File: src/rtl/box_target_driver.sv
// box_target_driver: picks a pseudo-random target box and lights it on GPIO for a timed window, then a dark gap.
// Latency: target lit from the first DRIVE cycle; outputs registered, one cycle after the deciding edge.
// Backpressure: none; start is level-sampled only in IDLE, stop aborts from any state and wins over start.
//
// Ports:
//   clock, resetn        - system clock, asynchronous active-low reset
//   start, stop          - request one target cycle / abort
//   gpio_out[2:0]        - one-hot box drive (bit0 = box 1), 0 = dark
//   box_addr[2:0]        - one-hot of current/last target (sensor-side encoding)
//   target_idx[1:0]      - target index 1..3, 0 = none
//   busy, done           - high in PICK/DRIVE/GAP; one-cycle pulse on last GAP cycle
// Optional feature macro: BOX_NO_REPEAT_EN (never pick the same box twice in a row).

module box_target_driver #(
   parameter int unsigned TICK_DIV  = 50000,
   parameter int unsigned ON_TICKS  = 500,
   parameter int unsigned GAP_TICKS = 200,
   parameter logic [7:0]  LFSR_SEED = 8'hA5
) (
   input  logic       clock,
   input  logic       resetn,
   input  logic       start,
   input  logic       stop,
   output logic [2:0] gpio_out,
   output logic [2:0] box_addr,
   output logic [1:0] target_idx,
   output logic       busy,
   output logic       done
);

   localparam int unsigned MAX_TICKS = (ON_TICKS > GAP_TICKS) ? ON_TICKS : GAP_TICKS;
   localparam int PW = (TICK_DIV  > 1) ? $clog2(TICK_DIV + 1)  : 1;
   localparam int TW = (MAX_TICKS > 1) ? $clog2(MAX_TICKS + 1) : 1;

   localparam logic [PW-1:0] PRE_LAST = PW'(TICK_DIV - 1);
   localparam logic [TW-1:0] ON_LAST  = TW'(ON_TICKS - 1);
   localparam logic [TW-1:0] GAP_LAST = TW'(GAP_TICKS - 1);

   generate
      if (ON_TICKS == 0 || GAP_TICKS == 0) begin : g_bad_ticks
         $error("box_target_driver: ON_TICKS and GAP_TICKS must be nonzero");
      end
      if (TICK_DIV == 0) begin : g_bad_div
         $error("box_target_driver: TICK_DIV must be nonzero");
      end
      if (LFSR_SEED == 8'h00) begin : g_bad_seed
         $error("box_target_driver: LFSR_SEED must be nonzero");
      end
   endgenerate

   typedef enum logic [1:0] {S_IDLE, S_PICK, S_DRIVE, S_GAP} state_t;

   state_t        r_state, w_nxt_state;
   logic [7:0]    r_lfsr;
   logic [PW-1:0] r_pre, w_nxt_pre;
   logic [TW-1:0] r_tick, w_nxt_tick;
   logic [2:0]    r_gpio, w_nxt_gpio;
   logic [2:0]    r_box, w_nxt_box;
   logic [1:0]    r_idx, w_nxt_idx;
   logic          r_busy, r_done;
   logic          w_nxt_done;
   logic [1:0]    w_cand;
   logic          w_cand_ok;
   logic          w_tick_end;
   logic          w_lfsr_fb;

   // x^8 + x^6 + x^5 + x^4 + 1, maximal length so the register never reaches 0
   assign w_lfsr_fb  = r_lfsr[7] ^ r_lfsr[5] ^ r_lfsr[4] ^ r_lfsr[3];
   assign w_cand     = r_lfsr[1:0];
   assign w_tick_end = (r_pre == PRE_LAST);

`ifdef BOX_NO_REPEAT_EN
   // Last target that reached DRIVE, whether it later completed or was aborted
   logic [1:0] r_prev;
   assign w_cand_ok = (w_cand != 2'd3) && ((w_cand + 2'd1) != r_prev);
`else
   assign w_cand_ok = (w_cand != 2'd3);
`endif

   always_comb begin
      w_nxt_state = r_state;
      w_nxt_pre   = r_pre;
      w_nxt_tick  = r_tick;
      w_nxt_gpio  = r_gpio;
      w_nxt_box   = r_box;
      w_nxt_idx   = r_idx;
      if (stop) begin
         w_nxt_state = S_IDLE;
         w_nxt_pre   = '0;
         w_nxt_tick  = '0;
         w_nxt_gpio  = '0;
         w_nxt_box   = '0;
         w_nxt_idx   = '0;
      end else begin
         case (r_state)
            S_IDLE: begin
               if (start) w_nxt_state = S_PICK;
            end
            S_PICK: begin
               // A rejected candidate simply waits for the next LFSR value
               if (w_cand_ok) begin
                  w_nxt_state = S_DRIVE;
                  w_nxt_pre   = '0;
                  w_nxt_tick  = '0;
                  w_nxt_gpio  = 3'b001 << w_cand;
                  w_nxt_box   = 3'b001 << w_cand;
                  w_nxt_idx   = w_cand + 2'd1;
               end
            end
            S_DRIVE: begin
               if (w_tick_end) begin
                  w_nxt_pre = '0;
                  if (r_tick == ON_LAST) begin
                     w_nxt_state = S_GAP;
                     w_nxt_tick  = '0;
                     w_nxt_gpio  = '0;
                  end else begin
                     w_nxt_tick = r_tick + TW'(1);
                  end
               end else begin
                  w_nxt_pre = r_pre + PW'(1);
               end
            end
            S_GAP: begin
               if (w_tick_end) begin
                  w_nxt_pre = '0;
                  if (r_tick == GAP_LAST) begin
                     w_nxt_state = S_IDLE;
                     w_nxt_tick  = '0;
                  end else begin
                     w_nxt_tick = r_tick + TW'(1);
                  end
               end else begin
                  w_nxt_pre = r_pre + PW'(1);
               end
            end
            default: w_nxt_state = S_IDLE;
         endcase
      end
      // done is registered, so it is raised when the upcoming cycle is the last GAP cycle
      w_nxt_done = (w_nxt_state == S_GAP) && (w_nxt_pre == PRE_LAST) && (w_nxt_tick == GAP_LAST);
   end

   always_ff @(posedge clock or negedge resetn) begin
      if (!resetn) begin
         r_state <= S_IDLE;
         r_lfsr  <= LFSR_SEED;
         r_pre   <= '0;
         r_tick  <= '0;
         r_gpio  <= '0;
         r_box   <= '0;
         r_idx   <= '0;
         r_busy  <= 1'b0;
         r_done  <= 1'b0;
      end else begin
         r_state <= w_nxt_state;
         r_lfsr  <= {r_lfsr[6:0], w_lfsr_fb};
         r_pre   <= w_nxt_pre;
         r_tick  <= w_nxt_tick;
         r_gpio  <= w_nxt_gpio;
         r_box   <= w_nxt_box;
         r_idx   <= w_nxt_idx;
         r_busy  <= (w_nxt_state != S_IDLE);
         r_done  <= w_nxt_done;
      end
   end

`ifdef BOX_NO_REPEAT_EN
   always_ff @(posedge clock or negedge resetn) begin
      if (!resetn) begin
         r_prev <= '0;
      end else if (r_state == S_PICK && w_nxt_state == S_DRIVE) begin
         r_prev <= w_nxt_idx;
      end
   end
`endif

   assign gpio_out   = r_gpio;
   assign box_addr   = r_box;
   assign target_idx = r_idx;
   assign busy       = r_busy;
   assign done       = r_done;

endmodule

File: config.mk
export PLATFORM = sky130hd
export DESIGN_NAME = box_target_driver
export DESIGN_NICKNAME = d
export VERILOG_FILES = /design/src/rtl/box_target_driver.sv
export SDC_FILE = /design/constraint.sdc
export NUM_CORES = 1
export LEC_CHECK = 0
export CORE_ASPECT_RATIO = 0.7
export CORE_MARGIN = 2
export CORE_UTILIZATION = 23
export CTS_CLUSTER_SIZE = 30
export DETAILED_ROUTE_END_ITERATION = 6
export REMOVE_ABC_BUFFERS = 1
export SLEW_MARGIN = 20
export SYNTH_ARGS = -nofsm -noshare
export SYNTH_HDL_FRONTEND = slang
export SYNTH_SLANG_ARGS = --single-unit
export TNS_END_PERCENT = 10
File: constraint.sdc
create_clock -name clock -period 3 [get_ports clock]
set_input_delay 0.9 -clock clock [delete_from_list [all_inputs] [get_ports clock]]
set_output_delay 0.9 -clock clock [all_outputs]
set_load 0.02 [all_outputs]
# Yosys cells after proc, flatten, opt, wreduce, memory -nomap -nowiden
# Cells that the tools add are included.
[word_totals] register_bits=45 output_inout_bits=10 wordCells=68 inputBits=4
[classes] muxes=29 add_sub_neg=3 reduce_logical=10 bitwise_logic=3 n_eq_ne=13 shifts=1
[op_table] op="$mux W9" n=6
[op_table] op="$mux W16" n=3
[op_table] op="$eq A16 B16 Y1 const B" n=2
[op_table] op="$pmux W16 S2" n=1
[op_table] op="$pmux W9 S3" n=1
[op_table] op="$mux W2" n=10
[op_table] op="$eq A9 B8 Y1 const B" n=2
[op_table] op="$mux W3" n=6
[op_table] op="$add A16 B1 Y16 const B" n=1
[op_table] op="$add A9 B1 Y9 const B" n=1
[op_table] op="$eq A9 B9 Y1 const B" n=1
[op_table] op="$ne A3 B3 Y1 const B" n=3
[op_table] op="$pmux W2 S4" n=1
[op_table] op="$eq A2 B2 Y1 const B" n=3
[op_table] op="$pmux W3 S2" n=1
[op_table] op="$reduce_bool A2 Y1" n=3
[op_table] op="$reduce_and A4 Y1" n=1
[op_table] op="$reduce_bool A3 Y1" n=1
[op_table] op="$shl A1 B2 Y3 const A" n=1
[op_table] op="$xor A1 B1 Y1" n=3
[op_table] op="$add A2 B1 Y2 const B" n=1
[op_table] op="$eq A2 B1 Y1 const B" n=1
[op_table] op="$logic_and A1 B1 Y1" n=2
[op_table] op="$logic_not A2 Y1" n=1
[op_table] op="other kinds (3)" n=3

# Depth between registers and ports, before layout
[logic_depth] ltp_word=8 ltp_mapped=9 mapped_depth_nobuf=8

# Least setup slack after synthesis
# No wires, ideal clock.
[synth_path] path_type="input-to-reg" from="input stop" to="register r_done (netlist: done)" t_arrival_ns=2.311 slack_ns=0.594 required_time_ns=2.904 path_buffers=2 setup_time_ns=0.096 path_stages=8 path_cell_list="clkbuf_1 -> nor2b_1 -> clkbuf_1 -> nand2_1 -> o21ai_0 -> nor4b_1 -> nand4_1 -> nor4_2"
[synth_via] elab_chain_cells=4 elab_cells_between_ends=8 classes_between="eq/ne: 3; mux: 3; reduce/logical: 2"
[synth_lines] element="start, declared" line_no="23" source="input logic stop,"
[synth_lines] element="$mux W16" line_no="87" source="if (stop) begin"
[synth_lines] element="net w_nxt_pre[10]" line_no="55" source="logic [PW-1:0] r_pre, w_nxt_pre;"
[synth_lines] element="$eq A16 B16 Y1" line_no="141" source="w_nxt_done = (w_nxt_state == S_GAP) && (w_nxt_pre == PRE_LAST) && (w_nxt_tick == GAP_LAST);"
[synth_lines] element="$logic_and A1 B1 Y1 (2 in series)" line_no="141"
[synth_lines] element="net w_nxt_done" line_no="61" source="logic w_nxt_done;"
[synth_lines] element="end signal, assigned" line_no="164" source="r_done <= w_nxt_done;"
[synth_lines] element="end, declared" line_no="60" source="logic r_busy, r_done;"
# The timed path passes the listed nets, and every way through them passes these cells.
# A chain may end at the register's enable or synchronous reset.

# Final worst setup path
[layout_path] from="register r_pre[0]" to="register r_done (netlist: done)"
[layout_via] elab_chain_cells=7 elab_cells_between_ends=19 classes_between="add/sub: 1; eq/ne: 4; mux: 12; reduce/logical: 2"
[layout_lines] element="start, declared" line_no="55"
[layout_lines] element="start signal, assigned" line_no="158" source="r_pre <= w_nxt_pre;"
[layout_lines] element="$add A16 B1 Y16 / $eq A16 B16 Y1 (equally long branches)" line_no="121, 134, 70"
[layout_lines] element="$mux W16 (*)" line_no="111, 125"
[layout_lines] element="$pmux W16 S2 (*)" line_no="95" source="case (r_state)"
[layout_lines] element="$mux W16 (*)" line_no="87"
[layout_lines] element="net w_nxt_pre[10]" line_no="55"
[layout_lines] element="$eq A16 B16 Y1 (*)" line_no="141"
[layout_lines] element="$logic_and A1 B1 Y1 (*) (2 in series)" line_no="141"
[layout_lines] element="net w_nxt_done" line_no="61"
# Mark *: on every way through the listed nets, which the timed path passes. The rest lies on a longest branch.

==> results.cfg <==
[worst_setup_path]
path_cells = ha_1 -> and3_1 -> nand4_4 -> nand2_1 -> o21ai_0 -> nor4b_1 -> nand4_1 -> nor4_2
r2r_slack_ns = 0.38
critical_path_class = reg2reg
critPathMaxStageDelay_ns = 0.44
crit_fanout = 19
cp-end-kind = flop
cpLargestDelayFamily = simple AND/OR/NAND/NOR gates
worst_setup_path_start_kind = flop
crit_required_ns = 3.20
slowest_stage = dfrtp_1
crit_arrival_ns = 2.83
cp_num_buf_inv = 0

[worst_hold_path]
hp-class = reg2reg

[cells_and_area]
final_util = 0.282
n_antenna_cell = 0
areaGrowthSynthToFinish_pct = 18.6
nets = 311
drive_gt1_frac = 0.156
instances_no_fill = 454
nFillCells = 1199

[synthesis]
synth.cell_area_sq_mm = 0.00264
ys_warn_count = 0
yosys.area.top_type = dfrtp_1
synth_edf_count = 0
postSynthAreaPerCell_sq_um = 9.39
synthTopCellsByArea = dfrtp_1 39%, nand2_1 4.4%, dfstp_2 4.0%
ys.flop_type = dfrtp_1
synthDistinctLibCells = 61
ys_async_sr_fraction = 1.00
netlist_instances = 281
synth_top_area_share = 0.389
ys_seq_area_frac = 0.429
ys_ff_latch = 45

[die]
die_y_um = 93.6
ios = 14
start_util = 0.238
core_sq_mm = 0.0111
rows = 32
dieArea_sq_mm = 0.0124
die_width_um = 132

[grt]
overflow = 0
grt_use_total = 0.117
grt_pass1_vias = 2103
grt_max_degree = 27
antenna_found_initial = 0
grt_pass1_wl_mm = 11.5

[timing]
rsz0062_at_grt = false
tightest_slew_ns = 0.571
finalSetupViolCount = 0
max_freq_mhz = 381
skew_ns = 0.00292
hold_viol = 0
min_period_ns = 2.62
fin_setup_tns_ns = 0
finalCritPeriodShare = 0.874
relSlewSlack = 0.616
drv_slew = 0

[cts]
tritoncts = yes
cts-buffers-inserted = 5
cts_max_path_buffers = 2
cts_resized = 0
h-tree-depth = 2
cts_sinks = 45
path_clk_slew_ns = 0.07
cts_hold_buf = 0
worstSkewPairLatency_ns = 0.29
cts-root-buf = clkbuf_16
post_cts_buffers = 0

[routing]
vias = 2295
drt_pass1_iterations = 5
routedWlPerCell_um = 15.0
drc = 0
drt_iter0_markers = 211
wirelength_mm = 6.83
final_antenna_net_count = 0
via_per_inst = 5.06

[placement]
dp_cells = 446
gp_congestion = 0.852
io_buffers = 13
dp_hpwl_mm = 5.00

[power_and_ir_drop]
p_leak_nw = 1.17
peakVddDrop_mv = 0.229
p_per_area_mw_per_mm2 = 425

[job]
cap_violations = 0

[run_status]
status = finished, final reports clean
worst register-to-register path, stage by stage, from the launching register on:
cell and delay (ns):
dfrtp_1 0.44, ha_1 0.23, and3_1 0.32, nand4_4 0.33, nand2_1 0.26, o21ai_0 0.14, nor4b_1 0.40, nand4_1 0.17
nor4_2 0.25
area by class of cell:
type                            count  area (sq um)  share of cell area
Clock buffer                        5           125              0.0400
Sequential cell                    45          1130               0.361
Clock inverter                      3          26.3             0.00839
Multi-Input combinational cell    207          1370               0.436
Timing Repair Buffer               29           245              0.0783
Inverter                           12          45.0              0.0144
Tap cell                          153           191              0.0612
report_power, final:
part / internal [mW] / switching, mW / total (mW) / leakage [nW]
Clock: 0.315 / 0.259 / 0.574 / 0.0744
Combinational: 0.0476 / 0.0790 / 0.127 / 0.484
Sequential: 0.616 / 0.0130 / 0.629 / 0.609
flip-flops by register name (all words and copies together) (netlist names), 2 cells and up:
register    flops
r_state         2
r_pre          16
gpio_out        3
target_idx      2
r_lfsr          8
box_addr        3
r_tick          9
kinds of logic after synthesis:
family | synth area share
adders and majority gates | 0.0332
xor gates and xnor gates | 0.0199
and+or+nand+nor | 0.283
DFF | 0.429
buffers and inverters | 0.0536
AOI/OAI and AO/OA | 0.182
stage by stage:
step	area (sq um)	total power [mW]	hold WS (ns)	worst slack, ns
3_5_place_dp	2980	0.766	0.339	0.0405
6_report	3130	1.33	0.359	0.377
5_1_grt	3130	1.39	0.374	0.0589
3_3_place_gp	2980	0.764	0.341	0.185
4_1_cts	3130	1.34	0.365	0.341
2_1_floorplan	2540	0.691	0.333	0.480
synthesized netlist by cell type, types with 3 or more instances:
cell type  number
a22oi_1         4
nand2_1        31
nor4b_1         3
and3_1          3
nand3_1        15
nand4_1         7
a21oi_1        16
o31a_1          4
nor2_1         19
dfstp_2         4
xnor2_1         4
inv_1          12
and4bb_2        3
ha_1            7
buf_6           4
and2_1          5
a31oi_1        12
o211ai_1        4
nor4_1          8
o21ai_0        10
clkbuf_1        9
nor3_1          3
dfrtp_1        41
or3_1           4
or4_1           3
layer usage:
| layer | part of all wire | track usage | vias to the layer above |
|---|---|---|---|
| li1 | - | - | 1094 |
| met5 | 0 | 0 | - |
| met2 | 0.37 | 0.148 | 51 |
| met1 | 0.57 | 0.189 | 1138 |
| met4 | 0.012 | 0.0272 | 0 |
| met3 | 0.048 | 0.0304 | 12 |
worst paths after layout:
check | startpoint | end | cells after the start
worst max-delay path | r_pre[0] | done | 8
worst min-delay path | r_lfsr[6] | r_lfsr[7] | 0
worst max register to register | r_pre[0] | done | 8
worst min register to register | r_lfsr[6] | r_lfsr[7] | 0
max in group asynchronous | resetn | r_lfsr[7] | 2
min in group asynchronous | resetn | r_pre[0] | 1
placed cells by master, fill, tap and decap left out, types with 8 or more instances in the layout:
| master | instances |
|---|---|
| a21oi_1 | 16 |
| dfrtp_1 | 41 |
| nand3_1 | 15 |
| o21ai_0 | 10 |
| buf_4 | 16 |
| nor4_1 | 8 |
| nor2_1 | 19 |
| nand2_1 | 31 |
| a31oi_1 | 12 |
| clkdlybuf4s50_1 | 12 |
| inv_1 | 12 |
(Power assumes the default switching activity.)
